**src/rtl/phy_mem_ctrl_pkg.sv**
```systemverilog
// Shared types and constants for the physical SRAM controller.
// Holds the main/drain state encodings, the SRAM strobe bundle and the
// value returned for reads that fall outside the populated SRAM window.
package phy_mem_ctrl_pkg;

    // Main request FSM: accept in IDLE, wait on the SRAM in RD_ACC, hand back in DONE
    typedef enum logic [1:0] {
        MAIN_IDLE   = 2'd0,
        MAIN_RD_ACC = 2'd1,
        MAIN_DONE   = 2'd2
    } main_state_t;

    // Write-buffer drain FSM: address/data setup, we_n pulse, data hold
    typedef enum logic [1:0] {
        D_IDLE  = 2'd0,
        D_SETUP = 2'd1,
        D_PULSE = 2'd2,
        D_HOLD  = 2'd3
    } drain_state_t;

    // Data handed to the initiator for a read outside the SRAM window
    localparam logic [31:0] OUT_OF_RANGE_RDATA = 32'h0000_0000;

    // SRAM control pins grouped so the pin mux can pick one bundle per owner
    typedef struct packed {
        logic ce_n;
        logic oe_n;
        logic we_n;
        logic dq_oe;
    } sram_strobe_t;

    localparam sram_strobe_t STROBE_IDLE     = '{ce_n: 1'b1, oe_n: 1'b1, we_n: 1'b1, dq_oe: 1'b0};
    localparam sram_strobe_t STROBE_READ     = '{ce_n: 1'b0, oe_n: 1'b0, we_n: 1'b1, dq_oe: 1'b0};
    localparam sram_strobe_t STROBE_WR_SETUP = '{ce_n: 1'b0, oe_n: 1'b1, we_n: 1'b1, dq_oe: 1'b1};
    localparam sram_strobe_t STROBE_WR_PULSE = '{ce_n: 1'b0, oe_n: 1'b1, we_n: 1'b0, dq_oe: 1'b1};

    // True when a byte address has any bit set above the SRAM word-address field
    function automatic logic addr_out_of_range(input logic [31:0] byte_addr, input int addr_w);
        logic [31:0] upper;
        if (addr_w + 2 >= 32) begin
            upper = 32'd0;
        end else begin
            upper = byte_addr >> (addr_w + 2);
        end
        return (upper != 32'd0);
    endfunction

endpackage

```
**src/rtl/phy_mem_wbuf.sv**
```systemverilog
// One-entry posted write buffer for the SRAM controller.
// Holds a single {word address, data} pair, offers a hit compare so reads can
// be forwarded from it, and drains it to the SRAM with a setup / we_n pulse /
// hold sequence. While draining it owns the SRAM pins.
module phy_mem_wbuf
    import phy_mem_ctrl_pkg::*;
#(
    parameter int ADDR_W   = 20,
    parameter int WR_PULSE = 1
) (
    input  logic              clk,
    input  logic              rst,
    input  logic              load,
    input  logic [ADDR_W-1:0] load_addr,
    input  logic [31:0]       load_data,
    input  logic [ADDR_W-1:0] lookup_addr,
    output logic              buf_valid,
    output logic              buf_hit,
    output logic [31:0]       buf_data,
    output logic              drain_active,
    output logic [ADDR_W-1:0] drain_addr,
    output logic [31:0]       drain_data,
    output sram_strobe_t      drain_strobe
);

    // Pulse counter runs WR_PULSE-1 down to 0 while we_n is low
    localparam int PULSE_CNT_W = (WR_PULSE > 1) ? $clog2(WR_PULSE) : 1;
    localparam logic [PULSE_CNT_W-1:0] PULSE_START = PULSE_CNT_W'(WR_PULSE - 1);

    logic [ADDR_W-1:0]      buf_addr;
    logic [PULSE_CNT_W-1:0] pulse_cnt;
    drain_state_t           d_state;
    drain_state_t           d_next;

    // Buffer entry: filled by a posted write, released when the drain finishes its hold cycle
    always_ff @(posedge clk or negedge rst) begin
        if (!rst) begin
            buf_valid <= 1'b0;
            buf_addr  <= '0;
            buf_data  <= '0;
        end else if (load) begin
            buf_valid <= 1'b1;
            buf_addr  <= load_addr;
            buf_data  <= load_data;
        end else if (d_state == D_HOLD) begin
            buf_valid <= 1'b0;
        end
    end

    // Drain state register
    always_ff @(posedge clk or negedge rst) begin
        if (!rst) begin
            d_state <= D_IDLE;
        end else begin
            d_state <= d_next;
        end
    end

    // Drain next state: start whenever an entry is waiting, one cycle each for setup and hold
    always_comb begin
        d_next = d_state;
        case (d_state)
            D_IDLE:  if (buf_valid) d_next = D_SETUP;
            D_SETUP: d_next = D_PULSE;
            D_PULSE: if (pulse_cnt == '0) d_next = D_HOLD;
            D_HOLD:  d_next = D_IDLE;
            default: d_next = D_IDLE;
        endcase
    end

    // Pulse-width counter, armed during setup and counted down while we_n is low
    always_ff @(posedge clk or negedge rst) begin
        if (!rst) begin
            pulse_cnt <= '0;
        end else if (d_state == D_SETUP) begin
            pulse_cnt <= PULSE_START;
        end else if (d_state == D_PULSE && pulse_cnt != '0) begin
            pulse_cnt <= pulse_cnt - 1'b1;
        end
    end

    // Drain outputs: strobes per phase, pins claimed for the whole setup..hold window
    always_comb begin
        drain_active = 1'b0;
        drain_strobe = STROBE_IDLE;
        case (d_state)
            D_SETUP: begin
                drain_active = 1'b1;
                drain_strobe = STROBE_WR_SETUP;
            end
            D_PULSE: begin
                drain_active = 1'b1;
                drain_strobe = STROBE_WR_PULSE;
            end
            D_HOLD: begin
                drain_active = 1'b1;
                drain_strobe = STROBE_WR_SETUP;
            end
            default: begin
                drain_active = 1'b0;
                drain_strobe = STROBE_IDLE;
            end
        endcase
    end

    assign buf_hit    = buf_valid && (buf_addr == lookup_addr);
    assign drain_addr = buf_addr;
    assign drain_data = buf_data;

endmodule

```
**src/rtl/phy_mem_ctrl.sv**
```systemverilog
// Physical memory controller: responder end of the CPU dev_mem_* interface.
// Writes are posted into a one-entry buffer and drained in the background;
// reads are forwarded from the buffer on a word-address hit, otherwise wait
// for the buffer to empty and then run an oe_n access of RD_WAIT+1 cycles.
// Addresses above the SRAM window complete at once (reads return zero,
// writes are dropped). Pad tri-stating is left to the board top.
// Note: the reset input 'rst' is active-low and asynchronous.
module phy_mem_ctrl
    import phy_mem_ctrl_pkg::*;
#(
    parameter int ADDR_W   = 20,
    parameter int RD_WAIT  = 1,
    parameter int WR_PULSE = 1
) (
    input  logic              clk,
    input  logic              rst,
    input  logic [31:0]       dev_mem_addr,
    input  logic [31:0]       dev_mem_data_out,
    input  logic              dev_mem_is_write,
    output logic [31:0]       dev_mem_data_in,
    output logic              dev_mem_busy,
    output logic [ADDR_W-1:0] sram_addr,
    input  logic [31:0]       sram_dq_in,
    output logic [31:0]       sram_dq_out,
    output logic              sram_dq_oe,
    output logic              sram_ce_n,
    output logic              sram_oe_n,
    output logic              sram_we_n
);

    localparam int RD_CNT_W = (RD_WAIT > 0) ? $clog2(RD_WAIT + 1) : 1;
    localparam logic [RD_CNT_W-1:0] RD_START = RD_CNT_W'(RD_WAIT);

    main_state_t         state;
    main_state_t         state_next;
    logic [RD_CNT_W-1:0] rd_cnt;

    logic [ADDR_W-1:0]   req_word;
    logic                req_oor;
    logic                addr_lsb_unused;

    logic                buf_valid;
    logic                buf_hit;
    logic [31:0]         buf_data;
    logic                drain_active;
    logic [ADDR_W-1:0]   drain_addr;
    logic [31:0]         drain_data;
    sram_strobe_t        drain_strobe;

    logic                buf_load;
    logic                rd_cnt_load;
    logic                rdata_load;
    logic [31:0]         rdata_next;
    sram_strobe_t        pin_strobe;

    assign req_word        = dev_mem_addr[ADDR_W+1:2];
    assign req_oor         = addr_out_of_range(dev_mem_addr, ADDR_W);
    assign addr_lsb_unused = ^dev_mem_addr[1:0];

    phy_mem_wbuf #(
        .ADDR_W   (ADDR_W),
        .WR_PULSE (WR_PULSE)
    ) u_wbuf (
        .clk          (clk),
        .rst          (rst),
        .load         (buf_load),
        .load_addr    (req_word),
        .load_data    (dev_mem_data_out),
        .lookup_addr  (req_word),
        .buf_valid    (buf_valid),
        .buf_hit      (buf_hit),
        .buf_data     (buf_data),
        .drain_active (drain_active),
        .drain_addr   (drain_addr),
        .drain_data   (drain_data),
        .drain_strobe (drain_strobe)
    );

    // Main state register
    always_ff @(posedge clk or negedge rst) begin
        if (!rst) begin
            state <= MAIN_IDLE;
        end else begin
            state <= state_next;
        end
    end

    // Main next state: decide how the request sampled in IDLE is served
    always_comb begin
        state_next = state;
        case (state)
            MAIN_IDLE: begin
                if (req_oor) begin
                    state_next = MAIN_DONE;
                end else if (dev_mem_is_write) begin
                    if (!buf_valid) state_next = MAIN_DONE;
                end else if (buf_valid) begin
                    if (buf_hit) state_next = MAIN_DONE;
                end else begin
                    state_next = MAIN_RD_ACC;
                end
            end
            MAIN_RD_ACC: if (rd_cnt == '0) state_next = MAIN_DONE;
            MAIN_DONE:   state_next = MAIN_IDLE;
            default:     state_next = MAIN_IDLE;
        endcase
    end

    // Main outputs: buffer load, read counter arm and the value to latch as read data
    always_comb begin
        buf_load    = 1'b0;
        rd_cnt_load = 1'b0;
        rdata_load  = 1'b0;
        rdata_next  = dev_mem_data_in;
        case (state)
            MAIN_IDLE: begin
                if (req_oor) begin
                    if (!dev_mem_is_write) begin
                        rdata_load = 1'b1;
                        rdata_next = OUT_OF_RANGE_RDATA;
                    end
                end else if (dev_mem_is_write) begin
                    buf_load = !buf_valid;
                end else if (buf_valid) begin
                    if (buf_hit) begin
                        rdata_load = 1'b1;
                        rdata_next = buf_data;
                    end
                end else begin
                    rd_cnt_load = 1'b1;
                end
            end
            MAIN_RD_ACC: begin
                if (rd_cnt == '0) begin
                    rdata_load = 1'b1;
                    rdata_next = sram_dq_in;
                end
            end
            default: begin
                rdata_load = 1'b0;
            end
        endcase
    end

    // Read access counter: armed on entry to RD_ACC, counts down to the capture cycle
    always_ff @(posedge clk or negedge rst) begin
        if (!rst) begin
            rd_cnt <= '0;
        end else if (rd_cnt_load) begin
            rd_cnt <= RD_START;
        end else if (state == MAIN_RD_ACC && rd_cnt != '0) begin
            rd_cnt <= rd_cnt - 1'b1;
        end
    end

    // Read data register, held through DONE and until the next read completes
    always_ff @(posedge clk or negedge rst) begin
        if (!rst) begin
            dev_mem_data_in <= '0;
        end else if (rdata_load) begin
            dev_mem_data_in <= rdata_next;
        end
    end

    // Pin mux: the drain owns the pins when active, otherwise a read access, otherwise idle
    always_comb begin
        pin_strobe  = STROBE_IDLE;
        sram_addr   = '0;
        sram_dq_out = '0;
        if (drain_active) begin
            pin_strobe  = drain_strobe;
            sram_addr   = drain_addr;
            sram_dq_out = drain_data;
        end else if (state == MAIN_RD_ACC) begin
            pin_strobe  = STROBE_READ;
            sram_addr   = req_word;
        end
    end

    assign sram_ce_n    = pin_strobe.ce_n;
    assign sram_oe_n    = pin_strobe.oe_n;
    assign sram_we_n    = pin_strobe.we_n;
    assign sram_dq_oe   = pin_strobe.dq_oe;
    assign dev_mem_busy = (state != MAIN_DONE);

endmodule

```
**config.mk**
```make
export PLATFORM = sky130hd
export DESIGN_NAME = phy_mem_ctrl
export DESIGN_NICKNAME = d
export VERILOG_FILES = /design/src/rtl/phy_mem_ctrl_pkg.sv /design/src/rtl/phy_mem_wbuf.sv /design/src/rtl/phy_mem_ctrl.sv
export SDC_FILE = /design/constraint.sdc
export NUM_CORES = 1
export LEC_CHECK = 0
export CORE_ASPECT_RATIO = 1.2
export CORE_MARGIN = 10
export CORE_UTILIZATION = 45
export CTS_CLUSTER_DIAMETER = 80
export DETAILED_ROUTE_END_ITERATION = 16
export HOLD_SLACK_MARGIN = 0.1
export PLACE_DENSITY = 0.83
export SLEW_MARGIN = 15
export SYNTH_ARGS = -nofsm -noshare
export SYNTH_HDL_FRONTEND = slang
export SYNTH_SLANG_ARGS = --single-unit
export TNS_END_PERCENT = 10
```
**constraint.sdc**
```tcl
create_clock -name clk -period 2.2 [get_ports clk]
set_input_delay 0.66 -clock clk [delete_from_list [all_inputs] [get_ports clk]]
set_output_delay 0.66 -clock clk [all_outputs]
set_load 0.005 [all_outputs]
```
Word-level counts from Yosys, hierarchy flattened --
Index checks and enable logic that the tools add are counted.
Word-level totals: output and inout port bits 89, input port bits 99, register bits after elaboration 91, RAM bits 0, memories kept 0, word-level logic and storage cells 84, bits in latches 0, ROM bits 0
Operators by class: mux-type cells 44, multiply operators 0, bitwise operators 0, div/mod/pow operators 0, reductions and logical operators 16, $lt $le $gt $ge 0, equal/unequal tests 14, shift-type cells 0, add/subtract/negate cells 2
Operators by type and width (number):
- two-way mux 32 bit | 7
- case mux 32 bit (2 select lines) | 1
- two-way mux 20 bit | 2
- nonzero test 32 bit | 1
- equality test 20 bit | 1
- two-way mux 1 bit | 20
- two-way mux 2 bit | 8
- two-way mux 4 bit | 2
- inequality test 2 bit (second input constant) | 4
- inequality test 4 bit (second input constant) | 2
- case mux 2 bit (4 select lines) | 1
- case mux 4 bit (2 select lines) | 1
- nonzero test 2 bit | 4
- AND reduction 6 bit | 1
- equality test 2 x 1 -> 1 bit (second input constant) | 2
- equality test 2 bit (second input constant) | 2
- zero test 2 bit | 2
- case mux 2 bit (2 select lines) | 1
- logical AND 1 bit | 3
- inequality test 3 x 2 -> 1 bit (second input constant) | 1
- inequality test 3 bit (second input constant) | 1
- AND reduction 3 bit | 1
- OR reduction 3 bit | 1
- inequality test 2 x 1 -> 1 bit (second input constant) | 1
- 5 further kinds | 6

Depth between registers and ports, before layout --
Gate-level depths: netlist of run 1.
depth in word-level cells 8, depth in mapped cells 7, gate-level depth less buffers 7

Hierarchy --
From an unflattened synthesis of run 1, not the netlist that was laid out.
Second synthesis, totals: cells, all modules 391, area total of the unflattened synthesis 4962.3 um^2
By module, submodules not included:
- phy_mem_wbuf | cells each 192, area each 2626.3 um^2, instances 1, seq. area each 1401.3 um^2
- phy_mem_ctrl | cells each 199, area each 2336.0 um^2, instances 1, seq. area each 875.8 um^2

Worst setup path before layout of run 1 --
Ideal clock, no wire load.
kind in2reg, start in dev_mem_addr[11], end reg dev_mem_data_in[0], setup time 127 ps, data required time 2073 ps, stages on the path 6, slack 112 ps, path buffers 1, data arrival time 1960 ps, path through xor2_1 > nor4_2 > nand4_1 > o22ai_2 > buf_6 > mux2_1
Between the ends: cells in the longest elaborated chain, start to end 8, elaborated cells between the ends (all ways) 9, classes of those cells 2 x eq/ne; 5 x mux; 2 x reduce/logical
RTL lines:
- start, declared | RTL line phy_mem_ctrl.sv:17 | input logic [31:0] dev_mem_addr,
- equality test 20 bit * | RTL line phy_mem_wbuf.sv:106 | assign buf_hit = buf_valid && (buf_addr == lookup_addr);
- logical AND 1 bit * | RTL line phy_mem_wbuf.sv:106
- two-way mux 1 bit | RTL line phy_mem_ctrl.sv:125 | if (buf_hit) begin
- two-way mux 1 bit | RTL line phy_mem_ctrl.sv:124 | end else if (buf_valid) begin
- two-way mux 1 bit | RTL line phy_mem_ctrl.sv:122 | end else if (dev_mem_is_write) begin
- two-way mux 1 bit | RTL line phy_mem_ctrl.sv:117 | if (req_oor) begin
- case mux 1 bit (2 select lines) | RTL line phy_mem_ctrl.sv:115 | case (state)
- AND reduction 6 bit (no line) *
- end signal, assigned | RTL line phy_mem_ctrl.sv:161 | dev_mem_data_in <= rdata_next;
- end, declared | RTL line phy_mem_ctrl.sv:20 | output logic [31:0] dev_mem_data_in,
Mark *: on every way between the ends. The rest lies on a longest branch, timed or not. A chain may end at the register's enable or synchronous reset.

Final worst setup path of run 1 --
start reg u_wbuf.d_state[1], end out sram_addr[8]
Between the ends: cells in the longest elaborated chain, start to end 4, elaborated cells between the ends (all ways) 6, classes of those cells 3 x eq/ne; 2 x mux; 1 x reduce/logical
RTL lines:
- start, declared | RTL line phy_mem_wbuf.sv:32 | drain_state_t d_state;
- start signal, assigned | RTL line phy_mem_wbuf.sv:55 | d_state <= d_next;
- equality test 2 bit or equality test 2 x 1 -> 1 bit (tied branches) | RTL line phy_mem_wbuf.sv:86 | case (d_state)
- OR reduction 3 bit (no line) *
- two-way mux 1 bit * | RTL line phy_mem_wbuf.sv:86
- two-way mux 20 bit * | RTL line phy_mem_ctrl.sv:170 | if (drain_active) begin
- end, declared | RTL line phy_mem_ctrl.sv:22 | output logic [ADDR_W-1:0] sram_addr,
Marked as above.

==> metrics.txt, run 1 <==
CTS buffer count 9; Hold-fix buffers, CTS 0; Worst-Margin Slew 0.3974 ns; nets@finish 798; Max Cap Viol 0; gr ovfl total 0; post-DP HPWL 11.92 mm; Place WS -0.6238 ns; Top FF cell, synth dfrtp_1; top cell type by total area after synthesis dfrtp_1; outcome complete, but fails checks; Total GRT Usage 21.23%; post-DR wirelength/cell 21.94 µm; root buf cell clkbuf_16; cell area after layout 7980 µm²; synthesized instance count 470; clk sink count 91; Post-synth EDFFs 0; Detail Route Antenna Nets 0; number of global-route vias before repair 4,824; share of flip-flops with an asynchronous set or reset 100.0%; crit share post-route 105.6%; critical path's top delay family buffers and inverters; top post-synthesis cells by area dfrtp_1 45%, mux2_4 15%, mux2_1 6.7%, o21ai_0 5.3%, nand2_1 5.0%; die area 15,890 µm²; CP peak stage delay 0.38 ns; routed vias 4,498; initial antenna violation count 3; Setup violations, final 38; Total Power 4872 µW; Synth top cells by count 91 x dfrtp_1, 68 x nand2_1, 54 x o21ai_0; clock latency on the worst-skew pair 0.35 ns; WP buf/inv 5; Final WS setup -0.1228 ns; largest net degree at the start of global routing 42; number of distinct library cells after synthesis 34; Worst setup EP type primary output; CP Data Arrival Time 1.66 ns; RSZ-0062 raised after global routing yes; Pwr Density 610.5 nW/µm²; share of post-route cells with drive strength above 1 37.73%; slowest CP cell dfrtp_1; Crit Path Class register to primary output; final setup TNS -1.992 ns; routability congestion estimate 0.8416; Slew HR 73.51%; Area growth, synth to finish 57.87%; Initial Util 45.80%; minimum hold slack 0.2420 ns; VDD IR max 0.3678 mV; Detailed Route WL 18.23 mm; clk slew on worst S/H paths 0.06 ns; PortBufs 185; Seq cells post-synth 91; Post-Route Skew 0.008066 ns; Synthesis Warnings 0; number of DRC markers in iteration 0 235; CP Data Required Time 1.54 ns; worst-path maximum fanout 10; # rows 42; first-pass GRT wire length 26.34 mm; Final Hold Viols 0; Mapped Area 5055 µm²; Filler Cell Count 735; CTS tree yes; startpoint types register; area of the multi-input gates 2815 µm²; register area 2277 µm²; crit path cell chain inv_2 > ha_4 > buf_12 > buf_6 > buf_16 > o21ai_1 > buf_2; drt first pass iters 4; failing checks setup timing; Die Wd 116.8 µm; # DRC 0; Syn Area/Cell 10.75 µm²; syn_nets 575; register area share after synthesis 45.05%; via-per-instance ratio 5.413; Boundary Pins 188; core footprint 11,040 µm²; top-count cell post-synth dfrtp_1; FMAX 430.5 MHz; crit path time final 2.323 ns; post-synth top area share 45.05%; Max Buffers Root-to-Sink 2; Lkg Pwr 0.003872 µW; HP Class primary input to asynchronous set/reset pin; chip height 136.1 µm; CTS H-tree lvls 3; Max Slew Vio Count 0; placed cell area 7295 µm²
## through the flow
step	util, %	instances
after floorplan	-	470
after global placement	66.10	793
after detailed placement	66.10	793
after CTS	70.06	825
after global routing	72.27	829
final	72.31	831
## worst paths after layout
kind,end,startpoint,cells after the start,slack [ns]
max reg2reg,dev_mem_data_in[16],u_wbuf.drain_addr[19],7,0.01
max,sram_addr[8],u_wbuf.d_state[1],7,-0.12
min in group clk,dev_mem_data_in[23],dev_mem_data_in[23],1,0.50
min reg2reg,dev_mem_data_in[23],dev_mem_data_in[23],1,0.50
min,dev_mem_data_in[29],rst,1,0.24
max in group asynchronous,dev_mem_data_in[18],rst,2,1.32
## cells by family after synthesis
family / synth area share [%]
adders and majority gates: 1.485
and+or+nand+nor: 15.79
xor gates and xnor gates: 3.292
DFF: 45.05
muxes: 22.35
buffers and inverters: 5.470
AOI/OAI and AO/OA: 6.559
## layout by cell type (no fill, tap or decap), types with 4 or more instances in the layout
| cell | n |
|---|---|
| clkdlybuf4s50_1 | 99 |
| dfrtp_1 | 91 |
| mux2_4 | 72 |
| nand2_1 | 68 |
| buf_2 | 41 |
| o21ai_0 | 34 |
| buf_4 | 33 |
| inv_1 | 23 |
| nor2b_1 | 23 |
| xor2_1 | 18 |
| nand3_1 | 17 |
| clkbuf_2 | 17 |
| o21ai_2 | 16 |
| buf_12 | 15 |
| clkbuf_16 | 13 |
| dlymetal6s2s_1 | 11 |
| mux2_1 | 8 |
| nor2b_2 | 7 |
| nor2b_4 | 6 |
| nor2_1 | 6 |
| dlygate4sd2_1 | 6 |
| ha_1 | 5 |
| clkdlybuf4s15_1 | 5 |
| nor4_2 | 4 |
| mux2_2 | 4 |
| clkdlybuf4s15_2 | 4 |
## sequential cells by signal, summed over array words and instances (netlist names)
signal	count
state	2
u_wbuf.d_state	2
u_wbuf.drain_addr	20
dev_mem_data_in	32
u_wbuf.buf_valid	1
u_wbuf.pulse_cnt	1
rd_cnt	1
u_wbuf.buf_data	32
## final cells by class
class / count / area share (%)
multi-input combinational: 323 / 35.28
timing repair buffer: 243 / 29.59
sequential: 91 / 28.54
clock buffer: 13 / 3.136
tap: 132 / 2.070
inverter: 25 / 1.176
clock inverter: 2 / 0.1568
antenna: 2 / 0.06272
## per-layer routing
layer	vias up	routed length [µm]	GRT usage (%)
li1	2021	-	-
met1	2241	6850	23.39
met2	189	9479	37.25
met3	45	1320	6.570
met4	2	565	7.840
met5	-	13	0
## power breakdown
part	internal (µW)	switching, µW
clock	790	632
combinational	934	793
sequential	1700	21.6
## repair_timing
item | 4_1_cts | 5_1_grt
endpoints found under the setup margin | 90 | 139
buffers inserted | 12 | 4
pin swaps | 11 | 32
gates resized for setup | 259 | 120
cloned | 6 | 4
Note: power is estimated with default switching activity, not from simulation.
==> run 2, diff against run 1 <==
Settings changed: SKIP_CTS_REPAIR_TIMING from default to 1.
==> metrics.txt, run 2 (synthesis gave the netlist of run 1 again) <==
number of global-route vias before repair 4,562 (was 4,824); FMAX 436.6 MHz (was 430.5 MHz); HP Class primary input to asynchronous set/reset pin (unchanged); RR Startpoint u_wbuf.drain_addr[8] (was u_wbuf.drain_addr[19]); post-DR wirelength/cell 20.39 µm (was 21.94 µm); worst-case reg-to-reg path depth 7 (unchanged); Final WS setup -0.09027 ns (was -0.1228 ns); most common cell after layout, fill and taps aside clkdlybuf4s50_1 (unchanged); Post-Layout Cell Count 817 (was 831); Boundary Pins 188 (unchanged); VDD IR max 0.4150 mV (was 0.3678 mV); Place WS -0.6238 ns (unchanged); largest net degree at the start of global routing 44 (was 42); Total GRT Usage 19.76% (was 21.23%); via-per-instance ratio 5.282 (was 5.413); Detailed Route WL 16.66 mm (was 18.23 mm); startpoint types register (unchanged); Met2 Wirelength 8.751 mm (was 9.479 mm); first-pass GRT wire length 24.60 mm (was 26.34 mm); routed vias 4,315 (was 4,498); post-DP HPWL 11.92 mm (unchanged); fin util 70.77% (was 72.31%); Slew HR 73.37% (was 73.51%); Post-Route Skew 0.006884 ns (was 0.008066 ns); reg2reg end dev_mem_data_in[4] (was dev_mem_data_in[16]); Crit Path Class register to primary output (unchanged); Met3 Routed Length 1.240 mm (was 1.320 mm); initial antenna violation count 4 (was 3); CTS H-tree lvls 3 (unchanged); chip height 136.1 µm (unchanged); critical path startpoint u_wbuf.d_state[1] (unchanged); DP Cell Count 793 (unchanged); minimum hold slack 0.2448 ns (was 0.2420 ns); Lkg Pwr 0.004335 µW (was 0.003872 µW); clock latency on the worst-skew pair 0.34 ns (was 0.35 ns); crit share post-route 104.1% (was 105.6%); Area growth, synth to finish 54.50% (was 57.87%); worst-path maximum fanout 7 (was 10); RSZ-0062 raised after global routing yes (unchanged); CP Data Required Time 1.54 ns (about the same); outcome complete, but fails checks (unchanged); clk slew on worst S/H paths 0.06 ns (about the same); nets@finish 783 (was 798); critical path endpoint sram_dq_out[18] (was sram_addr[8]); CTS buffer count 9 (unchanged); Final Hold Viols 0 (unchanged); die area 15,890 µm² (unchanged); Detail Route Antenna Nets 0 (unchanged); most frequent cells in the layout 101 x clkdlybuf4s50_1, 91 x dfrtp_1, 68 x nand2_1, 57 x dlymetal6s2s_1, 50 x mux2_4 (was 99 x clkdlybuf4s50_1, 91 x dfrtp_1, 72 x mux2_4, 68 x nand2_1, 41 x buf_2); R2R Setup Slk 0.15 ns (was 0.01 ns); crit path time final 2.290 ns (was 2.323 ns); Max Slew Vio Count 0 (unchanged); routability congestion estimate 0.8416 (unchanged); Initial Util 45.80% (unchanged); CP Data Arrival Time 1.63 ns (was 1.66 ns); CTS tree yes (unchanged); Pwr Density 562.4 nW/µm² (was 610.5 nW/µm²); Worst-Margin Slew 0.3994 ns (was 0.3974 ns); failing checks setup timing (unchanged); top routing layer in use met5 (unchanged); drt first pass iters 4 (unchanged); Max Cap Viol 0 (unchanged); # DRC 0 (unchanged); # rows 42 (unchanged); Setup violations, final 13 (was 38); number of DRC markers in iteration 0 233 (was 235); Die Wd 116.8 µm (unchanged); PortBufs 185 (unchanged); Routed met1 length 6.309 mm (was 6.850 mm); root buf cell clkbuf_16 (unchanged); clk sink count 91 (unchanged); Max Buffers Root-to-Sink 2 (unchanged); final setup TNS -0.7547 ns (was -1.992 ns); share of post-route cells with drive strength above 1 25.95% (was 37.73%); gr ovfl total 0 (unchanged); core footprint 11,040 µm² (unchanged); Worst setup EP type primary output (unchanged)
-- run 2: metrics by stage --
step | area (µm²) | total power (µW)
6_report | 7810 | 4392
5_1_grt | 7802 | 4570
4_1_cts | 7557 | 4089
3_5_place_dp | 7295 | 2676
3_3_place_gp | 7295 | 2632
2_1_floorplan | 5055 | 2097
-- run 2: power by group --
part           switching (µW)  internal (µW)  total [µW]
Combinational             630            628        1260
Clock                     621            790        1410
Sequential               21.7           1700        1720
Total                    1270           3120        4390
-- run 2: worst min-delay path by stage --
| stage | from | end |
|---|---|---|
| 6_report | rst | dev_mem_data_in[29] |
| 5_1_grt | rst | dev_mem_data_in[29] |
| 4_1_cts | rst | dev_mem_data_in[29] |
| 3_5_place_dp | dev_mem_data_in[19] | dev_mem_data_in[19] |
| 3_3_place_gp | dev_mem_data_in[4] | dev_mem_data_in[4] |
| 2_1_floorplan | rst | dev_mem_data_in[0] |
-- run 2: critical path, cell delays in order, from the launching register on --
cell       delay (ns)
dfrtp_1          0.37
inv_2            0.07
ha_4             0.19
buf_12           0.14
clkbuf_16        0.16
buf_12           0.13
nor2b_1          0.09
buf_2            0.12
-- run 2: layout make-up --
cell class / instances / area, µm²
flip-flops and latches: 91 / 2277
well taps: 132 / 165.2
repair buffers: 228 / 2356
fillers: 761 / 3226
multi-input cells: 323 / 2648
clock buffers: 13 / 250.2
clock inverters: 2 / 12.51
diodes: 3 / 7.507
inverters: 25 / 93.84
-- run 2: per-layer routing --
metal | vias to the layer above | track usage (%)
li1 | 1989 | -
met3 | 24 | 7.011
met1 | 2152 | 21.34
met2 | 148 | 34.99
met5 | - | 0
met4 | 2 | 6.259
==> RTL edit 1 (config.mk and constraints of run 1) <==
`ADDR_W` is set to 20 in 2 places; all go to 10.
--- a/src/rtl/phy_mem_wbuf.sv
+++ b/src/rtl/phy_mem_wbuf.sv
@@ -5,7 +5,7 @@
 module phy_mem_wbuf
     import phy_mem_ctrl_pkg::*;
 #(
-    parameter int ADDR_W   = 20,
+    parameter int ADDR_W   = 10,
     parameter int WR_PULSE = 1
 ) (
     input  logic              clk,
--- a/src/rtl/phy_mem_ctrl.sv
+++ b/src/rtl/phy_mem_ctrl.sv
@@ -8,7 +8,7 @@
 module phy_mem_ctrl
     import phy_mem_ctrl_pkg::*;
 #(
-    parameter int ADDR_W   = 20,
+    parameter int ADDR_W   = 10,
     parameter int RD_WAIT  = 1,
     parameter int WR_PULSE = 1
 ) (
Ports: changed (resized sram_addr); port bits go from 188 to 178. The function was not compared with the original's and may differ.
==> RTL edit 1 against run 1 <==
- die area is 18% lower
- power shrank 20%
- the flow still finishes with violations (setup timing)
- wire length shrank 13%
- largest cell class is now buffers
- sequential cell count is 10 lower
- non-clock buffer count is 25 lower
- synthesized area decreased by 21%
- worst setup slack gained 0.0051 ns
- first-iteration DRC count fell by 28%
- highest routed layer is now met4
- cell area decreased by 15%
- largest power group is now sequential cells
==> RTL edit 1: results (changes against run 1) <==
{
  "sh_seq_area": {"value": 0.2982, "change": "+0.01288"},
  "clkSlewWorstSetupHoldPaths": {"value": 0.09, "unit": "ns", "change": "+0.03 ns"},
  "highest_layer": {"value": "met4"},
  "seq_area_frac_synth": {"value": 0.5053, "change": "+0.05481"},
  "nFillCells": {"value": 503, "change": "-32%"},
  "grt_antenna_before_repair": {"value": 2, "change": "-1"},
  "violations": {"value": "setup timing"},
  "dp_cells": {"value": 625, "change": "-21%"},
  "synth.top_cells.by_count": {"value": "dfrtp_1 (81), mux2_2 (74), nor2b_1 (34), a22o_1 (32), inv_1 (16)"},
  "setup.reg_to_reg.worst_slack": {"value": 0.18, "unit": "ns", "change": "+0.17 ns"},
  "die-width": {"value": 106.2, "unit": "µm", "change": "-9.0%"},
  "grt_use_total": {"value": 0.2039, "change": "-0.008438"},
  "worstSkewPairLatency": {"value": 0.37, "unit": "ns", "change": "+0.02 ns"},
  "final.setup.worst_slack": {"value": -0.1176, "unit": "ns", "change": "+0.005141 ns"},
  "slew_headroom": {"value": 0.6777, "change": "-0.05737"},
  "nNonClkBuffers": {"value": 218, "change": "-10%"},
  "grt_start_max_net_pins": {"value": 36, "change": "-14%"},
  "synth_fp_nets": {"value": 435, "change": "-24%"},
  "final_net_count": {"value": 642, "change": "-20%"},
  "status": {"value": "finished, violations left"},
  "report.final.setup_viol": {"value": 33, "change": "-13%"},
  "detail_route.wl_per_cell": {"value": 23.99, "unit": "µm", "change": "+9.4%"},
  "power.leakage": {"value": 3.383, "unit": "nW", "change": "-13%"},
  "crit_path_max_fanout": {"value": 7, "change": "-3"},
  "cts_root_buffer": {"value": "clkbuf_8"},
  "post_synth_main_area_contributors": {"value": "dfrtp_1 (51%), mux2_2 (21%), a22o_1 (7.0%), nor2b_1 (5.3%), xor2_1 (2.2%)"},
  "nNonClkInverters": {"value": 16, "change": "-36%"},
  "clockNetworkAreaShare": {"value": 0.03038, "change": "-0.002550"},
  "grt_use_met1": {"value": 0.2312, "change": "-0.002731"},
  "final_layout_size_suffix_gt1_frac": {"value": 0.4133, "change": "+0.03595"},
  "dp_slack": {"value": -0.6747, "unit": "ns", "change": "-0.05085 ns"},
  "first_global_vias": {"value": 3741, "change": "-22%"},
  "critical_r2r_capture": {"value": "dev_mem_data_in[12]"}
}
RTL edit 1: cell types whose count changed in the layout (fill, tap and decap cells not counted), moves of 10 or more:
cell	run 1	this run
clkbuf_8	1	11
buf_4	33	20
nand3_1	17	3
dfrtp_1	91	81
a22o_1	0	32
o21ai_2	16	5
nand2_1	68	6
mux2_4	72	28
buf_2	41	28
dlymetal6s2s_1	11	27
o21ai_0	34	3
mux2_2	4	46
RTL edit 1: kinds of logic after synthesis:
group                    synth area share
buffers and inverters             0.04585
XOR/XNOR                          0.02183
multiplexers                       0.2077
flip-flops                         0.5053
AO/OA/AOI/OAI                     0.09732
adder cells (fa/ha/maj)           0.01871
AND/OR/NAND/NOR                    0.1032
RTL edit 1: power breakdown:
group | total (W) | switching, W | leakage (nW) | internal, W
sequential | 0.00152 | 0.0000138 | 1.12 | 0.00151
clock | 0.00117 | 0.000581 | 0.103 | 0.000588
combinational | 0.00123 | 0.000589 | 2.16 | 0.000641
total | 0.00392 | 0.00118 | 3.38 | 0.00274
==> RTL edit 2 (config.mk and constraints of run 1) <==
Without the edit above. Make the reset (`rst`) synchronous in 6 clocked blocks. Comments in the files are not updated.
--- a/src/rtl/phy_mem_wbuf.sv
+++ b/src/rtl/phy_mem_wbuf.sv
@@ -33,7 +33,7 @@
     drain_state_t           d_next;
 
     // Buffer entry: filled by a posted write, released when the drain finishes its hold cycle
-    always_ff @(posedge clk or negedge rst) begin
+    always_ff @(posedge clk) begin
         if (!rst) begin
             buf_valid <= 1'b0;
             buf_addr  <= '0;
@@ -48,7 +48,7 @@
     end
 
     // Drain state register
-    always_ff @(posedge clk or negedge rst) begin
+    always_ff @(posedge clk) begin
         if (!rst) begin
             d_state <= D_IDLE;
         end else begin
@@ -69,7 +69,7 @@
     end
 
     // Pulse-width counter, armed during setup and counted down while we_n is low
-    always_ff @(posedge clk or negedge rst) begin
+    always_ff @(posedge clk) begin
         if (!rst) begin
             pulse_cnt <= '0;
         end else if (d_state == D_SETUP) begin
--- a/src/rtl/phy_mem_ctrl.sv
+++ b/src/rtl/phy_mem_ctrl.sv
@@ -77,7 +77,7 @@
     );
 
     // Main state register
-    always_ff @(posedge clk or negedge rst) begin
+    always_ff @(posedge clk) begin
         if (!rst) begin
             state <= MAIN_IDLE;
         end else begin
@@ -143,7 +143,7 @@
     end
 
     // Read access counter: armed on entry to RD_ACC, counts down to the capture cycle
-    always_ff @(posedge clk or negedge rst) begin
+    always_ff @(posedge clk) begin
         if (!rst) begin
             rd_cnt <= '0;
         end else if (rd_cnt_load) begin
@@ -154,7 +154,7 @@
     end
 
     // Read data register, held through DONE and until the next read completes
-    always_ff @(posedge clk or negedge rst) begin
+    always_ff @(posedge clk) begin
         if (!rst) begin
             dev_mem_data_in <= '0;
         end else if (rdata_load) begin
Function: differs if rst is asserted again (counterexample within 4 cycles, from zero or initial values and one cycle with rst low); with rst held inactive, the same outputs for 4 cycles.
==> RTL edit 2 against run 1 <==
- wire length down 6.6%
- die area down 3.3%
- count of clock-buffer cells in the layout fell by 1
- power is 16% lower
- utilization is 3.0 points lower
- sequential cell count unchanged
- worst setup slack gained 0.14 ns
- cell area decreased by 8.6%
- synthesized area shrank 3.9%
- via count is 13% higher
==> RTL edit 2: results (changes against run 1) <==
{
  "detailroute.wirelength.met2": {"value": 8896, "unit": "µm", "change": "-6.2%"},
  "netlist_instances": {"value": 656, "change": "+40%"},
  "synthAdderAreaFrac": {"value": 0.01545, "change": "+0.0006005"},
  "multi_input_area": {"value": 0.002813, "unit": "mm²", "change": "about the same"},
  "seq_cell_count": {"value": 91, "change": "unchanged"},
  "grt_use_total": {"value": 0.2062, "change": "-0.006137"},
  "ys_dominant_reg_cell": {"value": "dfxtp_1"},
  "first_global_vias": {"value": 5178, "change": "+7.3%"},
  "non_clock_buffer_area_share": {"value": 0.2909, "change": "-0.004974"},
  "hpwl": {"value": 12030, "unit": "µm", "change": "+0.94%"},
  "clockNetworkAreaShare": {"value": 0.03861, "change": "+0.005688"},
  "synth-compound-area-share": {"value": 0.1522, "change": "+0.08661"},
  "crit_path_start": {"value": "u_wbuf.d_state[0]"},
  "layout.cells.most_common": {"value": "nand2_1"},
  "synth_async_sr_flop_share": {"value": 0, "change": "-1.000"},
  "grt_use_met3": {"value": 0.04239, "change": "-0.02330"},
  "synth.top_cells.by_count": {"value": "nand2_1 (234), dfxtp_1 (91), a21boi_1 (53), o21ai_0 (52), clkbuf_1 (37)"},
  "layout.clock_buffers": {"value": 12, "change": "-1"},
  "grt_use_met1": {"value": 0.2190, "change": "-0.01494"},
  "num-multi-input-gates": {"value": 490, "change": "+52%"},
  "post_cts_buffers": {"value": 5, "change": "-7"},
  "routed-wl-met3": {"value": 1064, "unit": "µm", "change": "-19%"},
  "synth_fp_nets": {"value": 761, "change": "+32%"},
  "synth-xor-area-share": {"value": 0.03605, "change": "+0.003134"},
  "cp.arrival": {"value": 1.53, "unit": "ns", "change": "-0.13 ns"},
  "final.setup_skew": {"value": 0.008678, "unit": "ns", "change": "+0.0006120 ns"},
  "first_pass_grt_wire_length": {"value": 25750, "unit": "µm", "change": "-2.3%"},
  "gp_routability_congestion": {"value": 0.9101, "change": "+8.1%"},
  "status": {"value": "finished clean"},
  "vdd_drop_max": {"value": 0.4331, "unit": "mV", "change": "+18%"},
  "global_route_met2_usage": {"value": 0.3719, "change": "-0.0005898"},
  "seq_area_frac_synth": {"value": 0.3750, "change": "-0.07553"},
  "grt_antenna_before_repair": {"value": 1, "change": "-2"},
  "antennaDiodeCount": {"value": 0, "change": "-2"},
  "instances_no_fill": {"value": 975, "change": "+17%"},
  "crit_path_max_fanout": {"value": 27, "change": "+17"}
}
## RTL edit 2: cell types whose count changed in the layout (fill, tap and decap cells not counted), sizes merged, moves of 3 or more
cell,delta
clkbuf,-15
nand2,+166
a21boi,+52
dfxtp,+91
dlygate4sd2,+26
nor4bb,+3
dfrtp,-91
mux2,-84
buf,-24
mux2i,+33
clkdlybuf4s15,-6
## RTL edit 2: critical path: stages, from the launching register on
cell,delay [ns]
dfxtp_2,0.34
inv_2,0.05
ha_4,0.18
buf_6,0.12
buf_16,0.16
o21ai_2,0.11
clkdlybuf4s15_2,0.21
## RTL edit 2: final timing paths
path,slack [ns],cells past startpoint,endpoint
min reg2reg,0.46,2,dev_mem_data_in[6]
max reg2reg,0.18,7,dev_mem_data_in[4]
min,0.46,2,dev_mem_data_in[6]
max,0.01,6,sram_addr[5]
## RTL edit 2: per-stage QoR
step	hold slack, ns	util	setup TNS, ns	setup WS, ns	cell area, µm²
finish	0.4579	0.6933	0	0.01460	7291
global route	0.4851	0.6933	-0.4752	-0.07257	7291
CTS	0.4622	0.6847	-0.8363	-0.07944	7201
detailed placement	0.4489	0.6570	-44.50	-0.5966	6909
global placement	0.4416	0.6570	-43.76	-0.5405	6909
floorplan	0.4437	-	0	0.08732	4858
## RTL edit 2: power by group
part	total [W]	switching [W]	internal (W)	leakage, nW
logic	0.000945	0.000472	0.000474	1.94
clock network	0.00147	0.000646	0.000825	0.135
registers	0.00167	0.00000870	0.00166	0.734
## RTL edit 2: logic make-up after synthesis
family | Yosys count
XOR/XNOR | 20
flip-flops | 91
adder cells (fa/ha/maj) | 6
buffers and inverters | 75
AO/OA/AOI/OAI | 114
AND/OR/NAND/NOR | 317
multiplexers | 33
